<file path="src/rtl/fp8_dot_accum_ctrl_if.sv">
// Product-term stream in and dot-product result stream out for fp8_dot_accum_ctrl.
// Pure wiring, no latency.
// Both directions use valid/ready; the slave side is the accumulator controller.
interface fp8_dot_accum_ctrl_if #(
   parameter int IDX_W = 4
);
   logic             in_vld;
   logic [7:0]       in_dat;
   logic             in_rdy;
   logic             out_vld;
   logic [7:0]       out_dat;
   logic [IDX_W-1:0] out_idx;
   logic             out_rdy;

   modport master (
      output in_vld, in_dat, out_rdy,
      input  in_rdy, out_vld, out_dat, out_idx
   );

   modport slave (
      input  in_vld, in_dat, out_rdy,
      output in_rdy, out_vld, out_dat, out_idx
   );
endinterface

</file>
<file path="src/rtl/fp8_dot_accum_ctrl.sv">
// Sequences an external combinational FP8 adder to fold VEC_LEN product terms into one dot-product result.
// Result valid the cycle after the last term is accepted; at most one term per cycle.
// Holds the result (in_rdy low) until out_rdy; no combinational path from in_vld/out_rdy to outputs.
module fp8_dot_accum_ctrl #(
   parameter int VEC_LEN = 2,
   parameter int IDX_W   = 4
) (
   input  logic                     i_clk,
   input  logic                     i_rst,
   input  logic                     i_clear,
   fp8_dot_accum_ctrl_if.slave      s_if,
   output logic [7:0]               o_add_x,
   output logic [7:0]               o_add_y,
   input  logic [7:0]               i_add_z,
   output logic                     o_busy
);
   localparam int CNT_W = $clog2(VEC_LEN + 1);
   localparam logic [CNT_W-1:0] LAST_CNT = CNT_W'(VEC_LEN - 1);

   typedef enum logic [0:0] {
      ST_ACC  = 1'b0,
      ST_DONE = 1'b1
   } state_t;

   state_t           r_state;
   state_t           w_state_nxt;
   logic [7:0]       r_acc;
   logic [7:0]       w_acc_nxt;
   logic [CNT_W-1:0] r_cnt;
   logic [CNT_W-1:0] w_cnt_nxt;
   logic [IDX_W-1:0] r_idx;
   logic [IDX_W-1:0] w_idx_nxt;

   // Adder operands are driven constantly; the sum is only captured on an accept.
   assign o_add_x = r_acc;
   assign o_add_y = s_if.in_dat;

   // Every output decodes from registers only.
   assign s_if.in_rdy  = (r_state == ST_ACC);
   assign s_if.out_vld = (r_state == ST_DONE);
   assign s_if.out_dat = r_acc;
   assign s_if.out_idx = r_idx;
   assign o_busy       = (r_cnt != '0) || (r_state == ST_DONE);

   // State register; reset wins over everything, including clear.
   always_ff @(posedge i_clk) begin
      if (i_rst) begin
         r_state <= ST_ACC;
         r_acc   <= 8'h00;
         r_cnt   <= '0;
         r_idx   <= '0;
      end else begin
         r_state <= w_state_nxt;
         r_acc   <= w_acc_nxt;
         r_cnt   <= w_cnt_nxt;
         r_idx   <= w_idx_nxt;
      end
   end

   // Next-state: accumulate terms in ACC, present and hold the result in DONE.
   always_comb begin
      w_state_nxt = r_state;
      w_acc_nxt   = r_acc;
      w_cnt_nxt   = r_cnt;
      w_idx_nxt   = r_idx;
      case (r_state)
         ST_ACC: begin
            if (i_clear) begin
               // A term offered alongside clear is dropped even though in_rdy is high.
               w_acc_nxt = 8'h00;
               w_cnt_nxt = '0;
            end else if (s_if.in_vld) begin
               w_acc_nxt = i_add_z;
               if (r_cnt == LAST_CNT) begin
                  w_cnt_nxt   = '0;
                  w_state_nxt = ST_DONE;
               end else begin
                  w_cnt_nxt = r_cnt + 1'b1;
               end
            end
         end
         ST_DONE: begin
            if (i_clear) begin
               // Result discarded: index is not consumed.
               w_acc_nxt   = 8'h00;
               w_state_nxt = ST_ACC;
            end else if (s_if.out_rdy) begin
               // Zero is FP zero, so the next first term passes through the adder unchanged.
               w_acc_nxt   = 8'h00;
               w_idx_nxt   = r_idx + 1'b1;
               w_state_nxt = ST_ACC;
            end
         end
         default: begin
            w_state_nxt = ST_ACC;
         end
      endcase
   end
endmodule

</file>
<file path="src/flat_wrapper.sv">
// flat-port wrapper written by rule: the top's interface ports become plain ports
module fp8_dot_accum_ctrl_flat 
#(
   parameter int VEC_LEN = 2,
   parameter int IDX_W   = 4
)
  (i_clk, i_rst, i_clear, o_add_x, o_add_y, i_add_z, o_busy, s_if_in_vld, s_if_in_dat, s_if_out_rdy, s_if_in_rdy, s_if_out_vld, s_if_out_dat, s_if_out_idx);
  fp8_dot_accum_ctrl_if #(.IDX_W(IDX_W)) s_if_i ();
  input  logic i_clk;
  input  logic i_rst;
  input  logic i_clear;
  output logic [7:0] o_add_x;
  output logic [7:0] o_add_y;
  input  logic [7:0] i_add_z;
  output logic o_busy;
  input wire logic [$bits(s_if_i.in_vld)-1:0] s_if_in_vld;
  input wire logic [$bits(s_if_i.in_dat)-1:0] s_if_in_dat;
  input wire logic [$bits(s_if_i.out_rdy)-1:0] s_if_out_rdy;
  output wire logic [$bits(s_if_i.in_rdy)-1:0] s_if_in_rdy;
  output wire logic [$bits(s_if_i.out_vld)-1:0] s_if_out_vld;
  output wire logic [$bits(s_if_i.out_dat)-1:0] s_if_out_dat;
  output wire logic [$bits(s_if_i.out_idx)-1:0] s_if_out_idx;
  assign s_if_i.in_vld = s_if_in_vld;
  assign s_if_i.in_dat = s_if_in_dat;
  assign s_if_i.out_rdy = s_if_out_rdy;
  assign s_if_in_rdy = s_if_i.in_rdy;
  assign s_if_out_vld = s_if_i.out_vld;
  assign s_if_out_dat = s_if_i.out_dat;
  assign s_if_out_idx = s_if_i.out_idx;
  fp8_dot_accum_ctrl #(.VEC_LEN(VEC_LEN), .IDX_W(IDX_W)) u_core (.i_clk(i_clk), .i_rst(i_rst), .i_clear(i_clear), .s_if(s_if_i), .o_add_x(o_add_x), .o_add_y(o_add_y), .i_add_z(i_add_z), .o_busy(o_busy));
endmodule
</file>
<file path="config.mk">
export PLATFORM = sky130hd
export DESIGN_NAME = fp8_dot_accum_ctrl_flat
export DESIGN_NICKNAME = d
export VERILOG_FILES = /design/src/rtl/fp8_dot_accum_ctrl_if.sv /design/src/rtl/fp8_dot_accum_ctrl.sv /design/src/flat_wrapper.sv
export SDC_FILE = /design/constraint.sdc
export NUM_CORES = 1
export LEC_CHECK = 0
export BUFFER_PORTS_ARGS = -buffer_cell sky130_fd_sc_hd__buf_4
export CAP_MARGIN = 20
export CORE_MARGIN = 8
export CORE_UTILIZATION = 39
export DETAILED_ROUTE_END_ITERATION = 8
export PLACE_DENSITY = 0.77
export SETUP_SLACK_MARGIN = 0.02
export SYNTH_ARGS = -nofsm -noshare
export SYNTH_HDL_FRONTEND = slang
export SYNTH_SLANG_ARGS = --single-unit
</file>
<file path="constraint.sdc">
create_clock -name i_clk -period 1.6 [get_ports i_clk]
set_input_delay 0.32 -clock i_clk [delete_from_list [all_inputs] [get_ports i_clk]]
set_output_delay 0.32 -clock i_clk [all_outputs]
set_load 0.005 [all_outputs]
</file>
* After elaboration in Yosys (flattened, before gate mapping) *
Index checks and enable logic that the tools add are counted.

word-level totals
  output and inout port bits = 31
  bits in registers = 15

operators by class
  equal/unequal tests = 3
  reduce and logical (&&, ||, !) cells = 6
  bitwise operators = 2
  muxes and demuxes = 14
  add/sub/neg operators = 2

operators by type and width
  kind                 count
  $mux 8               4
  $pmux 8 s2           1
  $mux 2               3
  $ne 3x3->1 const B   2
  $mux 1               5
  $add 4x1->4 const B  1
  $reduce_and 2->1     2
  $reduce_bool 2->1    2
  $reduce_and 3->1     1
  $add 2x1->2 const B  1
  $eq 2x1->1 const B   1
  $not 1->1            2
  $pmux 1 s2           1
  $logic_or 1x1->1     1

* Logic depth before layout (Yosys ltp) *
Gate-level depths: netlist (run 1).

  depth after elaboration = 5
  mapped depth = 4
  mapped depth without buffers = 4

* Worst setup path before layout (run 1) *
No wires, ideal clock.

  kind = register to register
  from = register u_core.r_state, in the netlist u_core.s_if.out_vld
  to = register u_core.r_cnt[0]
  setup slack = 471 ps
  buffers on the path = 1
  arrival = 1059 ps
  clock period less this slack = 1129 ps
  stages on the path, launching flop included = 4
  library setup time = 70 ps
  cells stage by stage = dfxtp_1 > buf_6 > or4b_1 > a21oi_1

on the way
  cells in the longest elaborated chain, start to end = 2

RTL lines
  element                            RTL line                  source
  start, declared                    fp8_dot_accum_ctrl.sv:25  state_t r_state;
  start signal, assigned             fp8_dot_accum_ctrl.sv:53  r_state <= w_state_nxt;
  $not 1->1 (no source line)         -
  $reduce_and 2->1 (no source line)  -
  end signal, assigned               fp8_dot_accum_ctrl.sv:55  r_cnt <= w_cnt_nxt;
  end, declared                      fp8_dot_accum_ctrl.sv:29  logic [CNT_W-1:0] r_cnt;

Every way passes these cells.
A chain may end at the register's enable or synchronous reset.

* Worst setup path in the final report (run 1) *
  from = register u_core.r_state, in the netlist u_core.s_if.out_vld
  to = output o_busy

on the way
  cells in the longest elaborated chain, start to end = 1

RTL lines
  element           RTL line                  source
  $logic_or 1x1->1  fp8_dot_accum_ctrl.sv:43  assign o_busy = (r_cnt != '0) || (r_state == ST_DONE);
  end, declared     flat_wrapper.sv:15        output logic o_busy;

Every way passes these cells.

==> results.sh, run 1 <==
export IMPL_status="finished clean"
export IMPL_fin_cells=132
export IMPL_fin_total_pwr_mw=0.692
export IMPL_relSlewSlack_pct=71.7
export IMPL_clock_sinks=15
export IMPL_grt_pass1_vias=585
export IMPL_viasPerCell=4.78
export IMPL_grtUsageMet3_pct=5.42
export IMPL_drtPass1Iterations=4
export IMPL_initial_core_util_pct=42.0
export IMPL_power_switching_mw=0.168
export IMPL_avgSynthCellArea_um2=8.61
export IMPL_leakage_nw=0.444
export IMPL_yosysWarnings=0
export IMPL_die_area_mm2=0.00355
export IMPL_cts_tree="done"
export IMPL_htree_levels=1
export IMPL_num_vias=631
export IMPL_postCtsHoldBufs=0
export IMPL_critPathBufInv=1
export IMPL_clock_path_buffers=2
export IMPL_use_met1_pct=10.6
export IMPL_maxCapViolCount=0
export IMPL_place_congestion=0.760
export IMPL_tns_ns=0
export IMPL_core_mm2=0.00176
export IMPL_crit_path_max_fanout=11
export IMPL_ys_seq_elements=15
export IMPL_grt_pass1_wl_um=2670
export IMPL_p_int_mw=0.524
export IMPL_fp_dieW_um=59.6
export IMPL_globalRouteTotalUtil_pct=9.65
export IMPL_synth_top_cell_area_share_pct=40.5
export IMPL_n_antenna_cell=0
export IMPL_die_h_um=59.6
export IMPL_utilization_pct=52.8
export IMPL_seqPwrFrac_pct=56.2
export IMPL_synth_fa_ha_area_share_pct=1.69
export IMPL_synth_common_cells="16 x buf_4, 15 x dfxtp_1, 11 x a21oi_1, 9 x nand3_1, 8 x nand2_1"
export IMPL_yosys_area_share_xor_xnor_pct=2.36
export IMPL_ys_types=22
export IMPL_path_delay_family="flip-flops"
export IMPL_grtUsageMet2_pct=14.0
export IMPL_hold_class="in2reg"
export IMPL_antenna_found_initial=0
export IMPL_syn_area_um2=741
export IMPL_drive_above_1_share_pct=41.1
export IMPL_post_cts_buffers=0
export IMPL_post_route_period_util_pct=93.0
export IMPL_grt_max_degree=14
export IMPL_yosysMostFrequentCell="buf_4"
export IMPL_grt_busiest_layer="met2"
export IMPL_max_freq_mhz=672
export IMPL_io_pins=52
export IMPL_syn_to_final_growth_pct=25.8
export IMPL_cts_buffers=3
export IMPL_synthCells=86
export IMPL_timing_setup_critical_path_class="reg2out"
export IMPL_grt_setup_unrepaired="false"
export IMPL_postRouteAntennaNets=0
export IMPL_wl_per_cell_um=13.0
export IMPL_hpwl_um=1370
export IMPL_cp_cell_sequence="or3_1, buf_4"
export IMPL_arrival_ns=1.17
export IMPL_drt_total_wl_um=1710
export IMPL_cpPeakStageDelay_ns=0.40
export IMPL_dpl_cell_count=128
export IMPL_finalHoldViolCount=0
export IMPL_setup_violations=0
export IMPL_clk_pin_slew_ns=0.10
export IMPL_io_buffers=35
export IMPL_drt_iter0_drc=3
export IMPL_cpMaxStageDelayCell="dfxtp_2"
export IMPL_post_cts_resized=1
export IMPL_root_buffer="clkbuf_4"
export IMPL_overflow=0
export IMPL_yosysSeqAreaShare_pct=40.5
export IMPL_nets=130
export IMPL_rows=15
export IMPL_tightest_slew_ns=0.416
export IMPL_synthMuxAreaShare_pct=3.21
export IMPL_drc=0
export IMPL_end_kind="output pin"
export IMPL_ir_drop_v=0.000533
export IMPL_ys_flop_type="dfxtp_1"
export IMPL_syn_num_nets=108
export IMPL_skew_ns=0.0112
export IMPL_async_flop_share_pct=0
export IMPL_slew_violations=0
export IMPL_required_ns=1.28
export IMPL_fin_hold_ws_ns=0.235
export IMPL_p_per_area_mw_per_mm2=742
export IMPL_power_share_combinational_pct=12.4
export IMPL_yosysTopAreaCell="dfxtp_1"
export IMPL_n_fill_cell=190
export IMPL_power_share_switching_pct=24.3
export IMPL_synth_edff_count=0
export IMPL_synth_area_leaders="dfxtp_1 41%, buf_4 16%, a21oi_1 7.4%, nand3_1 6.1%, nand2_1 4.1%"
export IMPL_synthSimpleGateAreaFrac_pct=22.5
export IMPL_synth_compound_area_share_pct=9.97
export IMPL_finalCriticalPeriod_ns=1.49
export IMPL_clkLatencyLatePin_ns=0.29
export IMPL_synth_top_family_by_area="simple AND/OR/NAND/NOR gates"
export IMPL_cp_start_kind="flop"
export IMPL_power_frac_clock_pct=31.4
==> sequential cells by signal (all words and copies together), names as in the netlist <==
register,count
u_core.o_add_x,8
u_core.s_if.out_idx,4
u_core.r_cnt,2
u_core.s_if.out_vld,1
==> power by group through the flow <==
| stage | clock [mW] | combinational (mW) | sequential (mW) |
|---|---|---|---|
| final | 0.217 | 0.0859 | 0.389 |
| after global routing | 0.242 | 0.0949 | 0.391 |
| after CTS | 0.225 | 0.0879 | 0.389 |
| after detailed placement | 0 | 0.0876 | 0.397 |
| after global placement | 0 | 0.0860 | 0.397 |
| after floorplan | 0 | 0.0564 | 0.396 |
==> through the flow <==
step | area, µm² | setup WS, ns
6_report | 932 | 0.111
5_1_grt | 932 | 0.0592
4_1_cts | 932 | 0.102
3_5_place_dp | 903 | 0.242
3_3_place_gp | 903 | 0.328
2_1_floorplan | 741 | 0.471
==> per-layer routing <==
metal | vias to the layer above | wire, µm
li1 | 317 | -
met3 | 6 | 278
met4 | 0 | 29
met2 | 41 | 677
met5 | - | 0
met1 | 267 | 728
==> final timing paths <==
check / start / slack [ns] / endpoint / cells after the start
worst min register to register: u_core.o_add_x[5] / 0.47 / u_core.o_add_x[5] / 2
worst min-delay path: i_rst / 0.24 / u_core.s_if.out_idx[3] / 2
worst max-delay path: u_core.s_if.out_vld / 0.11 / o_busy / 2
worst max register to register: u_core.s_if.out_vld / 0.38 / u_core.o_add_x[1] / 3
==> logic make-up (layout without fill, tap and decap cells) <==
family / after synthesis / count (layout)
adders and majority gates: 1 / 1
xor gates and xnor gates: 2 / 2
DFF: 15 / 15
AOI/OAI and AO/OA: 14 / 14
and+or+nand+nor: 31 / 31
muxes: 2 / 2
buffers and inverters: 21 / 42
==> cells in the final DEF, fill, tap and decap left out, types with 2 or more instances in the layout <==
master	instances
a21oi_1	11
buf_4	36
clkbuf_4	3
dfxtp_1	14
nand2_1	8
nand3_1	9
nor2_1	7
o21ai_0	2
or3_1	2
xor2_1	2
==> cell type report <==
cell class,count,area (µm²),area share [%]
sequential,15,302,32.3
clock buffer,3,22.5,2.42
timing repair buffer,36,270,29.0
clock inverter,1,5.00,0.537
inverter,2,7.51,0.805
tap,25,31.3,3.36
multi-input combinational,50,294,31.5
Note: power is estimated with default switching activity, not from simulation.
==> run 2: changes to the inputs <==
--- a/config.mk
+++ b/config.mk
@@ -10,6 +10,7 @@
 export CORE_MARGIN = 8
 export CORE_UTILIZATION = 39
 export DETAILED_ROUTE_END_ITERATION = 8
+export GPL_TIMING_DRIVEN = 0
 export PLACE_DENSITY = 0.77
 export SETUP_SLACK_MARGIN = 0.02
 export SYNTH_ARGS = -nofsm -noshare
==> constraint.sdc (replaced) <==
create_clock -name i_clk -period 1.4 [get_ports i_clk]
set_input_delay 0.28 -clock i_clk [delete_from_list [all_inputs] [get_ports i_clk]]
set_output_delay 0.28 -clock i_clk [all_outputs]
set_load 0.005 [all_outputs]
==> run 2 against run 1 <==
Compared with the run above: the flow now finishes with violations (setup timing); clock skew shrank 0.0020 ns; combinational power up 83%; total power grew 22%; utilization rose by 12 points; die area unchanged; register-to-register slack worse by 0.28 ns; critical path depth unchanged; global-route usage up 1.7 points; critical path type unchanged.
==> results.sh, run 2 (synthesized netlist as in run 1, its figures left out) <==
export IMPL_viasPerCell=4.66
export IMPL_arrival_ns=1.12
export IMPL_io_buffers=43
export IMPL_drc=0
export IMPL_slew_violations=0
export IMPL_drtPass1Iterations=4
export IMPL_io_pins=52
export IMPL_r2r_start="u_core.s_if.out_vld"
export IMPL_violations="setup timing"
export IMPL_leakage_nw=0.573
export IMPL_worst_slack_ns=-0.00155
export IMPL_path_delay_family="simple AND/OR/NAND/NOR gates"
export IMPL_fin_cells=159
export IMPL_postRouteAntennaNets=0
export IMPL_p_per_area_mw_per_mm2=734
export IMPL_root_buffer="clkbuf_4"
export IMPL_place_congestion=0.748
export IMPL_n_fill_cell=172
export IMPL_cts_tree="done"
export IMPL_clock_path_buffers=2
export IMPL_grt_pass1_vias=718
export IMPL_critPathBufInv=1
export IMPL_drt_iter0_drc=4
export IMPL_end_kind="output pin"
export IMPL_pre_cts_ws_ns=0.162
export IMPL_holdPathEnd="u_core.r_cnt[0]"
export IMPL_utilization_pct=65.2
export IMPL_die_h_um=59.6
export IMPL_wl_per_cell_um=13.1
export IMPL_max_freq_mhz=713
export IMPL_rr_endpoint="u_core.r_cnt[0]"
export IMPL_finalCriticalPeriod_ns=1.40
export IMPL_drt_total_wl_um=2080
export IMPL_antenna_found_initial=0
export IMPL_crit_path_max_fanout=2
export IMPL_postCtsHoldBufs=0
export IMPL_syn_to_final_growth_pct=55.2
export IMPL_grt_setup_unrepaired="true"
export IMPL_finalHoldViolCount=0
export IMPL_timing_setup_critical_path_class="reg2out"
export IMPL_cpPeakStageDelay_ns=0.38
export IMPL_regToRegSetupSlack_ns=0.10
export IMPL_overflow=0
export IMPL_required_ns=1.12
export IMPL_cp_start_kind="flop"
export IMPL_setup_violations=1
export IMPL_maxCapViolCount=0
export IMPL_cp_cell_sequence="or3_4, buf_6"
export IMPL_clock_sinks=15
export IMPL_clkLatencyLatePin_ns=0.28
export IMPL_hold_class="in2reg"
export IMPL_initial_core_util_pct=42.0
export IMPL_htree_levels=1
export IMPL_dpl_cell_count=154
export IMPL_ir_drop_v=0.000576
export IMPL_status="finished, violations left"
export IMPL_post_route_period_util_pct=100
export IMPL_fin_total_pwr_mw=0.844
export IMPL_clk_pin_slew_ns=0.10
export IMPL_drive_above_1_share_pct=53.7
export IMPL_rows=15
export IMPL_largest_reg_flops=8
export IMPL_startpoint="u_core.r_cnt[0]"
export IMPL_globalRouteTotalUtil_pct=11.4
export IMPL_grt_max_degree=11
export IMPL_tightest_slew_ns=0.409
export IMPL_fp_dieW_um=59.6
export IMPL_n_antenna_cell=0
export IMPL_relSlewSlack_pct=72.7
export IMPL_nets=157
export IMPL_cts_buffers=3
export IMPL_core_mm2=0.00176
export IMPL_die_area_mm2=0.00355
export IMPL_hold_depth=2
export IMPL_tns_ns=-0.00155
export IMPL_r2r_cells=3
export IMPL_mostFrequentLayoutCells="60 x buf_4, 13 x dfxtp_1, 11 x a21oi_1"
export IMPL_grt_pass1_wl_um=3190
export IMPL_final_common_cell="buf_4"
export IMPL_num_vias=741
export IMPL_cpMaxStageDelayCell="or3_4"
export IMPL_skew_ns=0.00916
export IMPL_hold_start="i_rst"
[run 2: area by class of cell]
type,instances,area [µm²],share of cell area [%]
buffer,18,128,11.1
clock buffer,3,22.5,1.96
clock inverter,1,5.00,0.435
inverter,2,8.76,0.762
multi-input combinational,50,308,26.8
sequential,15,305,26.6
tap,25,31.3,2.72
timing repair buffer,45,342,29.7
[run 2: per-stage QoR]
| stage | instance area (µm²) | hold slack (ns) |
|---|---|---|
| 4_1_cts | 1140 | 0.187 |
| 6_report | 1150 | 0.202 |
| 2_1_floorplan | 741 | 0.349 |
| 3_5_place_dp | 1090 | 0.460 |
| 3_3_place_gp | 1090 | 0.456 |
| 5_1_grt | 1150 | 0.197 |
[run 2: power breakdown]
group          internal (mW)  total, mW  switching [mW]
registers              0.434      0.441         0.00691
clock network          0.106      0.245           0.139
logic                 0.0989      0.157          0.0585
total                  0.639      0.844           0.205
[run 2: worst register-to-register path: stages (launching register included)]
cell and delay (ns):
dfxtp_4 0.37, buf_4 0.18, or4b_1 0.53, a21oi_1 0.16
[run 2: worst max-delay path by stage]
stage / to / slack [ns] / cells past startpoint
global placement: s_if_in_rdy / 0.20 / 3
CTS: o_busy / -0.02 / 2
floorplan: u_core.r_cnt[0] / 0.27 / 3
global route: o_busy / -0.03 / 2
finish: o_busy / -0.002 / 2
detailed placement: u_core.o_add_x[7] / 0.16 / 4
[run 2: what timing repair did]
action | CTS | global route
resized for setup | 5 | 2
setup buffers | 2 | 0
endpoints found under the hold margin | 0 | 0
setup endpoints to repair | 2 | 3
[run 2: routing by layer]
metal | routed length [µm] | global-route usage [%] | vias to the layer above
met5 | 0 | 0 | -
met3 | 343 | 6.51 | 2
met1 | 909 | 13.2 | 322
li1 | - | - | 370
met2 | 810 | 16.3 | 47
met4 | 14 | 5.10 | 0
